<file path="config.mk">
export PLATFORM = sky130hd
export DESIGN_NAME = spi_flash_target
export DESIGN_NICKNAME = d
export VERILOG_FILES = /design/src/rtl/spi_flash_target.sv
export SDC_FILE = /design/constraint.sdc
export NUM_CORES = 1
export LEC_CHECK = 0
export BUFFER_PORTS_ARGS = -buffer_cell sky130_fd_sc_hd__buf_2
export CELL_PAD_IN_SITES_DETAIL_PLACEMENT = 1
export CELL_PAD_IN_SITES_GLOBAL_PLACEMENT = 2
export CORE_MARGIN = 2
export CORE_UTILIZATION = 38
export DETAILED_ROUTE_END_ITERATION = 10
export GPL_TIMING_DRIVEN = 0
export HOLD_SLACK_MARGIN = 0.06
export PLACE_DENSITY = 0.87
export REMOVE_ABC_BUFFERS = 1
export SETUP_SLACK_MARGIN = 0.5
export SYNTH_ARGS = -nofsm -noshare
export SYNTH_HDL_FRONTEND = slang
export SYNTH_SLANG_ARGS = --single-unit
</file>
<file path="constraint.sdc">
create_clock -name clk_i -period 3 [get_ports clk_i]
set_clock_uncertainty 0.2 [all_clocks]
set_input_delay 0.15 -clock clk_i [delete_from_list [all_inputs] [get_ports clk_i]]
set_output_delay 0.15 -clock clk_i [all_outputs]
set_load 0.02 [all_outputs]
</file>
<file path="src/rtl/spi_flash_target.sv">
// Purpose : SPI mode-0 target emulating the read side of a serial NOR flash (READ 0x03, JEDEC-ID 0x9F).
// Latency : SCK/CS pin edge to internal detect 2-3 clk_i; SDO 1 clk_i after fall detect; mem_rdata_i 1 clk_i after mem_req_o.
// Backpressure: none; the master paces everything through SCK, so memory must answer in exactly one cycle.
// Optional: define SPI_FLASH_TARGET_FASTREAD_EN to accept FAST READ (0x0B) with 8 dummy clocks.
module spi_flash_target #(
    parameter int          ADDR_WIDTH = 24,
    parameter logic [23:0] JEDEC_ID   = 24'hEF4018
) (
    input  logic                  clk_i,
    input  logic                  rst_ni,
    input  logic                  sck_i,
    input  logic                  cs_i,
    input  logic                  sdi_i,
    output logic                  sdo_o,
    output logic                  mem_req_o,
    output logic [ADDR_WIDTH-1:0] mem_addr_o,
    input  logic [7:0]            mem_rdata_i,
    output logic                  busy_o
);

    typedef enum logic [2:0] {
        S_IDLE,
        S_CMD,
        S_ADDR,
`ifdef SPI_FLASH_TARGET_FASTREAD_EN
        S_DUMMY,
`endif
        S_DATA,
        S_JEDEC,
        S_IGNORE
    } state_t;

    logic sck_s1, sck_s2, sck_d;
    logic cs_s1, cs_s2, cs_d;
    logic sdi_s1, sdi_s2;

    state_t                state;
    logic [4:0]            bit_cnt;
    logic [6:0]            cmd_shift;
    logic [ADDR_WIDTH-2:0] addr_shift;
    logic [ADDR_WIDTH-1:0] addr;
    logic [7:0]            tx_shift;
    logic                  load_pending;
    logic [1:0]            jed_idx;
`ifdef SPI_FLASH_TARGET_FASTREAD_EN
    logic                  fast;
`endif

    logic                  sck_rise, sck_fall, cs_rise, cs_fall;
    logic [7:0]            cmd_byte;
    logic [ADDR_WIDTH-1:0] addr_shifted;
    logic [ADDR_WIDTH-1:0] addr_next;
    logic                  last_addr_bit, last_data_bit;

    // Two-flop synchronizers plus a delayed copy for edge detection; idle levels on reset.
    always_ff @(posedge clk_i or negedge rst_ni) begin
        if (!rst_ni) begin
            sck_s1 <= 1'b0; sck_s2 <= 1'b0; sck_d <= 1'b0;
            cs_s1  <= 1'b1; cs_s2  <= 1'b1; cs_d  <= 1'b1;
            sdi_s1 <= 1'b0; sdi_s2 <= 1'b0;
        end else begin
            sck_s1 <= sck_i;  sck_s2 <= sck_s1; sck_d <= sck_s2;
            cs_s1  <= cs_i;   cs_s2  <= cs_s1;  cs_d  <= cs_s2;
            sdi_s1 <= sdi_i;  sdi_s2 <= sdi_s1;
        end
    end

    assign sck_rise = sck_s2 & ~sck_d;
    assign sck_fall = ~sck_s2 & sck_d;
    assign cs_fall  = ~cs_s2 & cs_d;
    assign cs_rise  = cs_s2 & ~cs_d;

    // Shift registers seen with the bit arriving this cycle appended.
    assign cmd_byte     = {cmd_shift, sdi_s2};
    assign addr_shifted = {addr_shift, sdi_s2};

    // The memory strobe fires in the very cycle the last address/data bit is sampled,
    // so the byte is back in time for the following SCK fall.
    assign last_addr_bit = (state == S_ADDR) && sck_rise && (bit_cnt == 5'd23) && !cs_rise;
    assign last_data_bit = (state == S_DATA) && sck_rise && (bit_cnt == 5'd7) && !cs_rise;
    assign addr_next     = last_addr_bit ? addr_shifted
                                         : addr + {{(ADDR_WIDTH-1){1'b0}}, 1'b1};
    assign mem_req_o     = last_addr_bit | last_data_bit;
    assign mem_addr_o    = mem_req_o ? addr_next : '0;

    // Transaction FSM: command decode, address collection, byte streaming; CS rise aborts anything.
    always_ff @(posedge clk_i or negedge rst_ni) begin
        if (!rst_ni) begin
            state        <= S_IDLE;
            bit_cnt      <= '0;
            cmd_shift    <= '0;
            addr_shift   <= '0;
            addr         <= '0;
            tx_shift     <= '0;
            load_pending <= 1'b0;
            jed_idx      <= '0;
            sdo_o        <= 1'b0;
            busy_o       <= 1'b0;
`ifdef SPI_FLASH_TARGET_FASTREAD_EN
            fast         <= 1'b0;
`endif
        end else begin
            load_pending <= mem_req_o;
            if (cs_rise) begin
                state   <= S_IDLE;
                busy_o  <= 1'b0;
                sdo_o   <= 1'b0;
                bit_cnt <= '0;
                jed_idx <= '0;
            end else begin
                case (state)
                    S_IDLE: begin
                        if (cs_fall) begin
                            state   <= S_CMD;
                            busy_o  <= 1'b1;
                            bit_cnt <= '0;
`ifdef SPI_FLASH_TARGET_FASTREAD_EN
                            fast    <= 1'b0;
`endif
                        end
                    end
                    S_CMD: begin
                        if (sck_rise) begin
                            cmd_shift <= cmd_byte[6:0];
                            if (bit_cnt == 5'd7) begin
                                bit_cnt <= '0;
                                case (cmd_byte)
                                    8'h03: state <= S_ADDR;
                                    8'h9F: begin
                                        state    <= S_JEDEC;
                                        tx_shift <= JEDEC_ID[23:16];
                                        jed_idx  <= 2'd1;
                                    end
`ifdef SPI_FLASH_TARGET_FASTREAD_EN
                                    8'h0B: begin
                                        state <= S_ADDR;
                                        fast  <= 1'b1;
                                    end
`endif
                                    default: state <= S_IGNORE;
                                endcase
                            end else begin
                                bit_cnt <= bit_cnt + 5'd1;
                            end
                        end
                    end
                    S_ADDR: begin
                        if (sck_rise) begin
                            addr_shift <= addr_shifted[ADDR_WIDTH-2:0];
                            if (bit_cnt == 5'd23) begin
                                bit_cnt <= '0;
                                addr    <= addr_next;
`ifdef SPI_FLASH_TARGET_FASTREAD_EN
                                state   <= fast ? S_DUMMY : S_DATA;
`else
                                state   <= S_DATA;
`endif
                            end else begin
                                bit_cnt <= bit_cnt + 5'd1;
                            end
                        end
                    end
`ifdef SPI_FLASH_TARGET_FASTREAD_EN
                    S_DUMMY: begin
                        // tx_shift already holds the first byte; just count 8 clocks with SDO low.
                        if (sck_rise) begin
                            if (bit_cnt == 5'd7) begin
                                bit_cnt <= '0;
                                state   <= S_DATA;
                            end else begin
                                bit_cnt <= bit_cnt + 5'd1;
                            end
                        end
                    end
`endif
                    S_DATA: begin
                        if (sck_fall) begin
                            sdo_o    <= tx_shift[7];
                            tx_shift <= {tx_shift[6:0], 1'b0};
                        end
                        if (sck_rise) begin
                            if (bit_cnt == 5'd7) begin
                                bit_cnt <= '0;
                                addr    <= addr_next;
                            end else begin
                                bit_cnt <= bit_cnt + 5'd1;
                            end
                        end
                    end
                    S_JEDEC: begin
                        if (sck_fall) begin
                            sdo_o    <= tx_shift[7];
                            tx_shift <= {tx_shift[6:0], 1'b0};
                        end
                        if (sck_rise) begin
                            if (bit_cnt == 5'd7) begin
                                bit_cnt <= '0;
                                case (jed_idx)
                                    2'd1: begin
                                        tx_shift <= JEDEC_ID[15:8];
                                        jed_idx  <= 2'd2;
                                    end
                                    2'd2: begin
                                        tx_shift <= JEDEC_ID[7:0];
                                        jed_idx  <= 2'd3;
                                    end
                                    default: tx_shift <= 8'h00;
                                endcase
                            end else begin
                                bit_cnt <= bit_cnt + 5'd1;
                            end
                        end
                    end
                    S_IGNORE: begin
                        sdo_o <= 1'b0;
                    end
                    default: state <= S_IDLE;
                endcase
            end
            // Memory data lands one cycle after the strobe, well before the next SCK fall.
            if (load_pending) begin
                tx_shift <= mem_rdata_i;
            end
        end
    end

endmodule

</file>
==> flow_summary.rst <==
.. list-table::
   :header-rows: 1

   * - Metric
     - Value
   * - Portion of the post-synthesis area used by sequential elements
     - between 40% and 50%
   * - Power density cells
     - roughly 520 nW/µm²
   * - Top library cells by usage in the layout, fill and taps aside
     - sky130_fd_sc_hd__dfrtp_1 (73), sky130_fd_sc_hd__o21ai_0 (44), sky130_fd_sc_hd__nand2_1 (40)
   * - # rows
     - 40
   * - Worst-case register-to-register setup slack
     - between 0.3 and 0.4 ns
   * - Worst path buffer plus inverter count
     - 5
   * - Number of diodes added for antenna fixing
     - 0
   * - Final count of hold timing violations
     - 0
   * - Worst min path class
     - input port to asynchronous set/reset pin
   * - Total area of sequential cells
     - about 2100 µm²
   * - Fillers
     - ~1400
   * - Data arrival time of the worst path
     - 2.34 ns
   * - Worst slack at placement
     - -0.275 ns
   * - Share of total power in combinational logic
     - a little over a fifth
   * - Area share of the largest cell type after synthesis
     - 42.2%
   * - Endpoint type of the worst setup path
     - output pin
   * - Dominant cell type by area after synthesis
     - sky130_fd_sc_hd__dfrtp_1
   * - Share of layout cells above drive strength 1
     - between 30% and 40%
   * - Final worst-path cycle share
     - 89.8%
   * - Number of sinks on the clock net
     - 83
   * - Capturing point of the worst reg2reg path
     - addr_shift[4]
   * - Final Slew Violations
     - 0
   * - DP HPWL
     - between 8 and 9 mm
   * - Crit-path max FO
     - 8
   * - Most used DFF post-synth
     - sky130_fd_sc_hd__dfrtp_1
   * - Ys Warns
     - 0
   * - Initial cell density of the core
     - just under 40%
   * - DRC violations left
     - 0
   * - GRT overflow
     - 0
   * - Critical path startpoint category
     - register
   * - Clock tree from TritonCTS
     - built
   * - Syn Inst Count
     - 498
   * - Count of distinct cell types in the synthesized netlist
     - between 60 and 70
   * - Post-place instance area
     - 5080 µm²
   * - Relative slew margins
     - about two fifths
   * - Die area
     - about 13000 µm²
   * - Maximum number of pins on one net before global-route repair
     - 63
   * - Die X
     - about 120 µm
   * - Layout Cells excl Fill
     - approximately 740
   * - Buffers from clock root to sink, at most
     - 2
   * - Required @ worst endpoint
     - 2.65 ns
   * - Most frequent cell on the critical path
     - sky130_fd_sc_hd__buf_6
   * - Sw Ratio
     - between 30% and 40%
   * - Number of flip-flops and latches in the synthesized netlist
     - 83
   * - ANT nets after route
     - 0
   * - Static Leakage
     - roughly 2.8 nW
   * - EDFF count, synth
     - 0
   * - Number of cells on the worst reg-to-reg path
     - 5
   * - Unrepaired setup endpoints after global routing
     - true
   * - Final weighted congestion of routability-driven global placement
     - 0.810
   * - Max incr delay on CP
     - between 0.5 and 0.6 ns
   * - Number of cells after detailed placement
     - ~680
   * - TritonCTS buffer count
     - 9
   * - Cell types occupying the most area after synthesis
     - sky130_fd_sc_hd__dfrtp_1 (42%), sky130_fd_sc_hd__mux2_2 (7.1%), sky130_fd_sc_hd__o21ai_0 (6.7%)
   * - Area occupied by multi-input gates
     - approximately 2800 µm²
   * - Cell class contributing the biggest share of worst-path delay
     - simple AND/OR/NAND/NOR gates
   * - Register clock-pin slew on the reported worst setup and hold paths
     - 0.06 ns
   * - Total wirelength of the detailed-routed design
     - roughly 14 mm
   * - Part of the total power dissipated in sequential elements
     - ~44%
   * - Boundary Pins
     - 40
   * - Die span in y
     - 116 µm
   * - Final Worst Setup Slack
     - 0.306 ns
   * - Fraction of registers with async set or reset after synthesis
     - 100%
   * - Status
     - finished clean
   * - Kind of critical path
     - register to output pin
   * - Transition time of the tightest slew-check pin
     - about 0.87 ns
   * - Clock Tree Root
     - sky130_fd_sc_hd__clkbuf_16
   * - Total non-filler cell area in the finished layout
     - ~6300 µm²
   * - CP max stage cell
     - sky130_fd_sc_hd__dfstp_2
   * - Overall via count from detail_route
     - about 4200
   * - Clock power share
     - 34.4%
   * - Total core area
     - 12100 µm²
   * - Avg Vias per Cell
     - between 5 and 6
   * - H-Tree Depth
     - 3
   * - First-pass GRT wire length
     - approximately 22 mm
   * - Setup violations, final
     - 0
   * - Max IR drop VDD
     - 0.226 mV
   * - Clock network latency to the later pin of the worst-skew pair
     - 0.35 ns
   * - Chain of cells forming the critical path
     - inv_2 -> ha_4 -> or3b_4 -> nor4_4 -> buf_6 -> buf_8 -> buf_6 -> nand2_2 -> o21ai_2 -> buf_6
   * - P&R area growth vs syn
     - 33.1%
   * - Antenna violations before repair
     - 0
   * - Number of max-capacitance violations reported
     - 0
   * - Commonest non-fill, non-tap cell in the layout
     - sky130_fd_sc_hd__dfrtp_1
   * - 1st-iter DRT viols
     - between 200 and 300
   * - Cell area after technology mapping
     - 4740 µm²
   * - Startpoint of the lowest-slack register-to-register path
     - cs_d
   * - Tot GR Track Use
     - 21.4%
   * - Internal portion of total power
     - 2.24 mW
   * - Clock period minus worst slack
     - around 2.7 ns
   * - Highest Clock Rate
     - around 370 MHz
   * - Final layout net count
     - 589
   * - Via count of the first global-routing pass
     - between 4000 and 5000
   * - Detailed Routing Iterations Pass 1
     - 4
   * - Count of input and output buffers
     - 39
   * - Final routed wire length divided by cell count
     - 19.1 µm
   * - Net switching power
     - roughly 1.0 mW
   * - Synth Area per Inst
     - 9.52 µm²
registers in the layout, summed over array words and instances, names as in the netlist:
signal	count
cmd_shift	7
sck_s1	1
load_pending	1
cs_s2	1
addr_shift	23
sck_s2	1
addr	24
state	3
cs_d	1
sck_d	1
sdo_o	1
cs_s1	1
bit_cnt	5
sdi_s2	1
jed_idx	2
tx_shift	8
sdi_s1	1
busy_o	1
synthesized netlist by cell type, types with 5 or more instances:
master / instances
sky130_fd_sc_hd__a21oi_1: 16
sky130_fd_sc_hd__a2bb2oi_1: 5
sky130_fd_sc_hd__a31oi_1: 5
sky130_fd_sc_hd__and3_1: 7
sky130_fd_sc_hd__buf_2: 7
sky130_fd_sc_hd__clkbuf_1: 19
sky130_fd_sc_hd__dfrtp_1: 80
sky130_fd_sc_hd__ha_1: 6
sky130_fd_sc_hd__inv_1: 11
sky130_fd_sc_hd__mux2_2: 30
sky130_fd_sc_hd__nand2_1: 54
sky130_fd_sc_hd__nand2b_1: 6
sky130_fd_sc_hd__nand3_1: 19
sky130_fd_sc_hd__nand4_1: 11
sky130_fd_sc_hd__nor2_1: 25
sky130_fd_sc_hd__nor2b_1: 7
sky130_fd_sc_hd__nor4_1: 6
sky130_fd_sc_hd__o211ai_1: 5
sky130_fd_sc_hd__o21ai_0: 63
sky130_fd_sc_hd__o311ai_0: 7
sky130_fd_sc_hd__or3_1: 5
sky130_fd_sc_hd__xnor2_1: 12
sky130_fd_sc_hd__xor2_1: 11
worst max path at each step:
stage | from | end | slack [ns] | depth (start not counted)
after floorplan | cs_d | addr[1] | -0.40 | 6
after global placement | cs_d | mem_addr_o[2] | -1.72 | 7
after detailed placement | cs_d | mem_addr_o[2] | -0.27 | 8
after CTS | cs_d | mem_addr_o[5] | 0.29 | 10
after global routing | cs_d | mem_addr_o[5] | 0.21 | 10
final | cs_d | mem_addr_o[5] | 0.31 | 10
kinds of logic after synthesis:
family	after synthesis	synth area share (%)
AOI/OAI and AO/OA	139	18.7
xor gates and xnor gates	23	4.25
adders and majority gates	7	1.79
buffers and inverters	43	4.06
DFF	83	43.9
muxes	32	7.55
and+or+nand+nor	171	19.7
stage by stage:
| step | power, mW | hold slack, ns | setup TNS, ns | utilization [%] |
|---|---|---|---|---|
| after detailed placement | 2.09 | -0.128 | -5.18 | 41.9 |
| after floorplan | 1.86 | -0.346 | -13.44 | - |
| after global placement | 2.05 | 0.0559 | -66.88 | 41.3 |
| final | 3.29 | 0.156 | 0 | 52.1 |
| after CTS | 3.27 | 0.153 | 0 | 49.0 |
| after global routing | 3.45 | 0.159 | 0 | 52.1 |
area by class of cell:
cell class	count	area share, %
Sequential cell	83	33.1
Multi-Input combinational cell	372	44.9
Inverter	12	0.714
Tap cell	168	3.33
Clock inverter	5	0.833
Clock buffer	11	3.85
Timing Repair Buffer	92	13.2
repair_timing:
action	CTS	global route
endpoints found under the hold margin	94	0
hold buffers	13	0
gates resized for setup	81	64
pin swaps	15	11
gates cloned	1	1
endpoints found under the setup margin	92	68
buffers inserted	25	9
power by group through the flow:
stage	logic, mW	clock network [mW]	registers (mW)
6_report	0.704	1.13	1.45
5_1_grt	0.783	1.20	1.47
4_1_cts	0.672	1.16	1.44
3_5_place_dp	0.644	0	1.45
3_3_place_gp	0.611	0	1.44
2_1_floorplan	0.464	0	1.40
per-layer routing:
metal | global-route usage, % | routed length [µm] | up-vias
met4 | 8.25 | 230 | 0
met1 | 28.5 | 6470 | 2170
met5 | 0 | 0 | -
met2 | 35.1 | 7090 | 50
met3 | 3.24 | 402 | 15
li1 | - | - | 1972
worst register-to-register path, cell delays in order, from the launching register on:
cell                      delay, ns
sky130_fd_sc_hd__dfstp_2       0.53
sky130_fd_sc_hd__inv_2         0.04
sky130_fd_sc_hd__ha_4          0.17
sky130_fd_sc_hd__or3b_4        0.42
sky130_fd_sc_hd__or3_2         0.76
sky130_fd_sc_hd__mux2_2        0.39
Note: power is estimated with default switching activity, not from simulation.
